`src/rtl/fetch_queue.sv`:
```
// fetch_queue: instruction buffer between fetch and decode.
// Holds {PC, instruction} pairs in a DEPTH-entry circular FIFO. Decode sees
// the head through a valid/ready handshake. A flush empties the queue in
// one cycle.
//
// Ports:
//   clock, reset            rising-edge clock, async active-low reset
//   enq_valid/enq_ready     fetch-side handshake (enq_ready from count only)
//   enq_PC, enq_instruction fetched pair
//   deq_valid/deq_ready     decode-side handshake
//   deq_PC, deq_instruction head pair (0 / NOP when empty)
//   flush                   redirect: discard all entries
//   count                   current occupancy
//
// Optional macro: FETCH_QUEUE_BYPASS_EN adds a zero-latency enq->deq path
// when the queue is empty.
module fetch_queue #(
    parameter int unsigned ADDRESS_BITS = 16,
    parameter int unsigned DEPTH        = 4
) (
    input  logic                         clock,
    input  logic                         reset,
    input  logic                         enq_valid,
    output logic                         enq_ready,
    input  logic [ADDRESS_BITS-1:0]      enq_PC,
    input  logic [31:0]                  enq_instruction,
    output logic                         deq_valid,
    input  logic                         deq_ready,
    output logic [ADDRESS_BITS-1:0]      deq_PC,
    output logic [31:0]                  deq_instruction,
    input  logic                         flush,
    output logic [$clog2(DEPTH):0]       count
);

    localparam int unsigned PTR_W = $clog2(DEPTH);
    localparam int unsigned CNT_W = PTR_W + 1;
    localparam logic [31:0] NOP   = 32'h0000_0013;

    typedef struct packed {
        logic [ADDRESS_BITS-1:0] pc;
        logic [31:0]             instr;
    } entry_t;

    entry_t             mem_q [DEPTH];
    logic [PTR_W-1:0]   rd_ptr_q, rd_ptr_d;
    logic [PTR_W-1:0]   wr_ptr_q, wr_ptr_d;
    logic [CNT_W-1:0]   count_q, count_d;

    logic               empty_c;
    logic               enq_fire_c;
    logic               deq_fire_c;
    logic               bypass_c;

    assign empty_c   = (count_q == '0);
    assign enq_ready = (count_q != CNT_W'(DEPTH));
    assign count     = count_q;

`ifdef FETCH_QUEUE_BYPASS_EN
    // Empty queue hands the incoming pair straight to decode; gated by reset
    // so outputs stay at their empty values while reset is asserted.
    assign bypass_c = reset && empty_c && enq_valid && !flush;
`else
    assign bypass_c = 1'b0;
`endif

    // A bypassed entry that decode consumes immediately is never written.
    assign enq_fire_c = enq_valid && enq_ready && !(bypass_c && deq_ready);
    assign deq_fire_c = !empty_c && deq_ready;

    // Head presentation with empty-queue defaults.
    always_comb begin
        deq_valid       = 1'b0;
        deq_PC          = '0;
        deq_instruction = NOP;
        if (bypass_c) begin
            deq_valid       = 1'b1;
            deq_PC          = enq_PC;
            deq_instruction = enq_instruction;
        end else if (!empty_c) begin
            deq_valid       = 1'b1;
            deq_PC          = mem_q[rd_ptr_q].pc;
            deq_instruction = mem_q[rd_ptr_q].instr;
        end
    end

    // Pointer/occupancy next state; flush overrides any handshake.
    always_comb begin
        rd_ptr_d = rd_ptr_q;
        wr_ptr_d = wr_ptr_q;
        count_d  = count_q;
        if (flush) begin
            rd_ptr_d = '0;
            wr_ptr_d = '0;
            count_d  = '0;
        end else begin
            if (enq_fire_c) begin
                wr_ptr_d = wr_ptr_q + PTR_W'(1);
            end
            if (deq_fire_c) begin
                rd_ptr_d = rd_ptr_q + PTR_W'(1);
            end
            if (enq_fire_c && !deq_fire_c) begin
                count_d = count_q + CNT_W'(1);
            end else if (!enq_fire_c && deq_fire_c) begin
                count_d = count_q - CNT_W'(1);
            end
        end
    end

    // Control state register.
    always_ff @(posedge clock or negedge reset) begin
        if (!reset) begin
            rd_ptr_q <= '0;
            wr_ptr_q <= '0;
            count_q  <= '0;
        end else begin
            rd_ptr_q <= rd_ptr_d;
            wr_ptr_q <= wr_ptr_d;
            count_q  <= count_d;
        end
    end

    // Entry storage; contents need no reset since count gates visibility.
    always_ff @(posedge clock) begin
        if (enq_fire_c && !flush) begin
            mem_q[wr_ptr_q] <= '{pc: enq_PC, instr: enq_instruction};
        end
    end

endmodule

```
`config.mk`:
```
export PLATFORM = sky130hd
export DESIGN_NAME = fetch_queue
export DESIGN_NICKNAME = d
export VERILOG_FILES = /design/src/rtl/fetch_queue.sv
export SDC_FILE = /design/constraint.sdc
export NUM_CORES = 1
export LEC_CHECK = 0
export CAP_MARGIN = 20
export CORE_UTILIZATION = 30
export DETAILED_ROUTE_END_ITERATION = 8
export SKIP_CTS_REPAIR_TIMING = 1
export SLEW_MARGIN = 20
export SYNTH_ARGS = -nofsm -noshare
export SYNTH_HDL_FRONTEND = slang
export SYNTH_SLANG_ARGS = --single-unit
```
`constraint.sdc`:
```
create_clock -name clock -period 2.2 [get_ports clock]
set_input_delay 0.33 -clock clock [delete_from_list [all_inputs] [get_ports clock]]
set_output_delay 0.33 -clock clock [all_outputs]
set_load 0.005 [all_outputs]
```
==> flow_summary.yaml <==
finish:
  antenna_cells: 0
  design_area_mm2: 0.0104
  fillCellCount: 2239
  drive_above_1_share_pct: 40.9
  nNetsFinal: 588
  synthToLayoutAreaGrowth_pct: 33.7
power_and_ir_drop:
  p_per_area_mw_per_mm2: 1100
  vdd_ir_drop_max_uv: 517
  p_total_mw: 11.5
  p_leak_nw: 3.59
routing:
  post_drt_wl_per_cell_um: 18.5
  routed_wl_um: 16100
  drt_iter0_markers: 249
  vias: 3956
  firstDrtPassIters: 4
  post-route-drc-count: 0
  final_antenna_net_count: 0
  via_per_inst: 4.53
logic_synthesis:
  yosys.area_share.simple_pct: 5.27
  synth-xor-area-share_pct: 0.224
  ys_top_cells_by_area: "edfxtp_1 (74%), mux4_2 (14%), nor2b_1 (3.4%), dfrtp_1 (2.2%), ha_1 (0.64%)"
  synth_cells: 367
  yosysWarningCount: 0
  synth_area_per_cell_um2: 21.3
  synth-seq-cells: 199
  synth-compound-area-share_pct: 1.35
  syn_area_mm2: 0.00781
  synth_top_cell_area_share_pct: 73.8
  syn_nets: 425
  yosysUniqueCellTypes: 34
  ys_seq_area_share_pct: 76.1
  synthMuxAreaShare_pct: 14.3
  synth_fa_ha_area_share_pct: 0.897
  synth_top_area_cell: "edfxtp_1"
  synth_top_family_by_area: "multiplexers"
critical_path:
  r2r_end: "count[2]"
  slowest_delay_ns: 0.52
  r2r_start: "count[1]"
  path_cells: "buf_12 -> clkbuf_16 -> buf_4 -> mux4_2 -> nor2b_2 -> clkbuf_2"
  worstSetupStartpointType: "flop"
  arrival_ns: 2.07
  cp-endpoint: "deq_instruction[18]"
  critPathBufInv: 4
  reg2reg_slack_ns: 0.18
  end_kind: "output port"
  cp_slowest_cell: "dfrtp_4"
  worst-path-max-fanout: 5
  required_ns: 1.87
  worst-path-stages: 6
  r2r_cells: 7
  crit_type: "reg -> out"
  crit_family: "buffers and inverters"
  crit_start: "rd_ptr_q[0]"
floorplanning:
  num_io_pins: 106
  die_x_um: 163
  start_util_pct: 30.8
  die_h_um: 163
  core_mm2: 0.0253
  dieArea_mm2: 0.0267
  rows: 58
global_routing:
  grt_use_met2_pct: 20.8
  grt_util_all_layers_pct: 12.0
  grt_pass1_wl_um: 23100
  grt_pass1_vias: 4021
  met1_usage_pct: 14.6
  grt_max_degree: 33
  grt-busiest-layer: "met2"
  overflow: 0
  use_met3_pct: 2.77
  grt_antenna_before_repair: 0
clocking:
  cts_buffers: 17
  root_buffer: "clkbuf_16"
  clkSinkCount: 199
  cts_tree: "built"
  clk_latency_ns: 0.43
  htreeDepth: 4
  clk_pin_slew_ns: 0.08
  clock_path_buffers: 2
timing:
  finalMaxSlewViolations: 0
  setup_ws_ns: -0.204
  timing.clock.skew_ns: 0.0154
  setup-tns-final_ns: -6.25
  setup_viol: 48
  tightest_slew_ns: 0.409
  hold_viol_final: 0
  maxSlewHeadroom_pct: 72.4
  fmax_mhz: 416
  min_period_ns: 2.40
  grt_setup_unrepaired: "true"
  period_share_pct: 109
run:
  cap_violations: 0
status:
  violations: "negative setup slack"
  status: "finished, violations left"
placement:
  place_congestion: 0.733
  io_buffer_count: 105
  post-dp-hpwl_um: 9780
  placed_area_mm2: 0.00951
min_path:
  hold_path.class: "in -> async"
[area by class of cell]
cell class / count / area, um^2 / share of cell area (%)
Clock buffer: 18 / 429 / 4.11
Clock inverter: 14 / 155 / 1.49
Inverter: 8 / 30.0 / 0.288
Multi-Input combinational cell: 139 / 1890 / 18.1
Sequential cell: 199 / 5950 / 56.9
Tap cell: 330 / 413 / 3.95
Timing Repair Buffer: 165 / 1580 / 15.1
[worst min-delay path by stage]
stage                     cells after the start          end  slack (ns)
final                                         1  rd_ptr_q[0]        0.19
after global routing                          1     count[1]        0.19
after CTS                                     1     count[2]        0.16
after detailed placement                      2  wr_ptr_q[1]        0.59
after global placement                        2  wr_ptr_q[0]        0.58
after floorplan                               0     count[0]        0.03
[worst reg2reg max path, stage by stage, from the launching register on]
cell and delay [ns]:
dfrtp_1 0.43, buf_4 0.18, o31ai_1 0.35, and3_1 0.24, fa_1 0.26, nand3b_1 0.13, o311a_1 0.14, a211oi_1 0.20
[power by group]
part / switching (mW) / leakage [nW] / internal, mW / total (mW)
clock: 1.48 / 0.284 / 1.52 / 3.00
sequential: 0.0839 / 1.83 / 4.36 / 4.45
combinational: 1.72 / 1.47 / 2.33 / 4.05
total: 3.28 / 3.59 / 8.22 / 11.5
[cell families after synthesis]
logic type	after synthesis
xor gates and xnor gates	2
muxes	51
DFF	199
buffers and inverters	29
AOI/OAI and AO/OA	14
adders and majority gates	5
and+or+nand+nor	67
[routing by layer]
metal | vias to the layer above | part of all wire, %
met5 | - | 0
met4 | 0 | 0.81
met3 | 6 | 3.5
met2 | 77 | 52
met1 | 2073 | 44
li1 | 1800 | -
[cells in the mapped netlist]
cell type / number
edfxtp_1: 192
mux4_2: 48
nor2b_1: 42
inv_1: 8
nor2_1: 8
dfrtp_1: 7
buf_2: 6
clkbuf_1: 6
buf_4: 5
and2_1: 4
ha_1: 4
and2b_1: 3
o21ai_0: 3
or2_1: 3
a21oi_1: 2
buf_1: 2
buf_6: 2
mux2_2: 2
nand3_1: 2
o21a_1: 2
o31ai_1: 2
xor2_1: 2
a211oi_1: 1
a221oi_2: 1
a31o_2: 1
and3_1: 1
fa_1: 1
mux2i_1: 1
nand3b_1: 1
nor3_1: 1
nor3_4: 1
nor3b_1: 1
o311a_1: 1
o311ai_0: 1
[state kept, by name (all words and copies together) (netlist names)]
name      cells
rd_ptr_q      2
mem_q       192
wr_ptr_q      2
count         3
[layout by cell type, fill, tap and decap left out, types with 2 or more instances in the layout]
| cell | synthesis | layout |
|---|---|---|
| nor2b_4 | 0 | 21 |
| xor2_1 | 2 | 2 |
| clkbuf_16 | 0 | 22 |
| edfxtp_1 | 192 | 192 |
| ha_1 | 4 | 4 |
| dfrtp_1 | 7 | 4 |
| buf_2 | 6 | 7 |
| mux4_2 | 48 | 48 |
| clkinv_8 | 0 | 4 |
| buf_8 | 0 | 4 |
| nor2b_1 | 42 | 20 |
| buf_6 | 2 | 10 |
| o21ai_0 | 3 | 3 |
| clkbuf_2 | 0 | 41 |
| clkdlybuf4s50_1 | 0 | 56 |
| nand3_1 | 2 | 2 |
| inv_6 | 0 | 7 |
| and2_2 | 0 | 4 |
| inv_1 | 8 | 8 |
| buf_12 | 0 | 13 |
| mux2_2 | 2 | 2 |
| or2_1 | 3 | 3 |
| a21oi_1 | 2 | 2 |
| clkinv_4 | 0 | 2 |
| dfrtp_2 | 0 | 2 |
| o21a_1 | 2 | 2 |
| buf_4 | 5 | 28 |
| o31ai_1 | 2 | 2 |
| nor2_1 | 8 | 8 |
| and2b_1 | 3 | 3 |
[metrics by stage]
| step | utilization (%) | std cells | hold WS, ns | worst slack [ns] |
|---|---|---|---|---|
| global placement | 37.5 | 812 | 0.575 | 0.0369 |
| floorplan | - | 367 | 0.0344 | 0.0159 |
| global route | 41.2 | 873 | 0.186 | -0.266 |
| detailed placement | 37.5 | 812 | 0.593 | -0.00388 |
| finish | 41.2 | 873 | 0.186 | -0.204 |
| CTS | 39.8 | 844 | 0.164 | -0.469 |
Note: power is estimated with default switching activity, not from simulation.
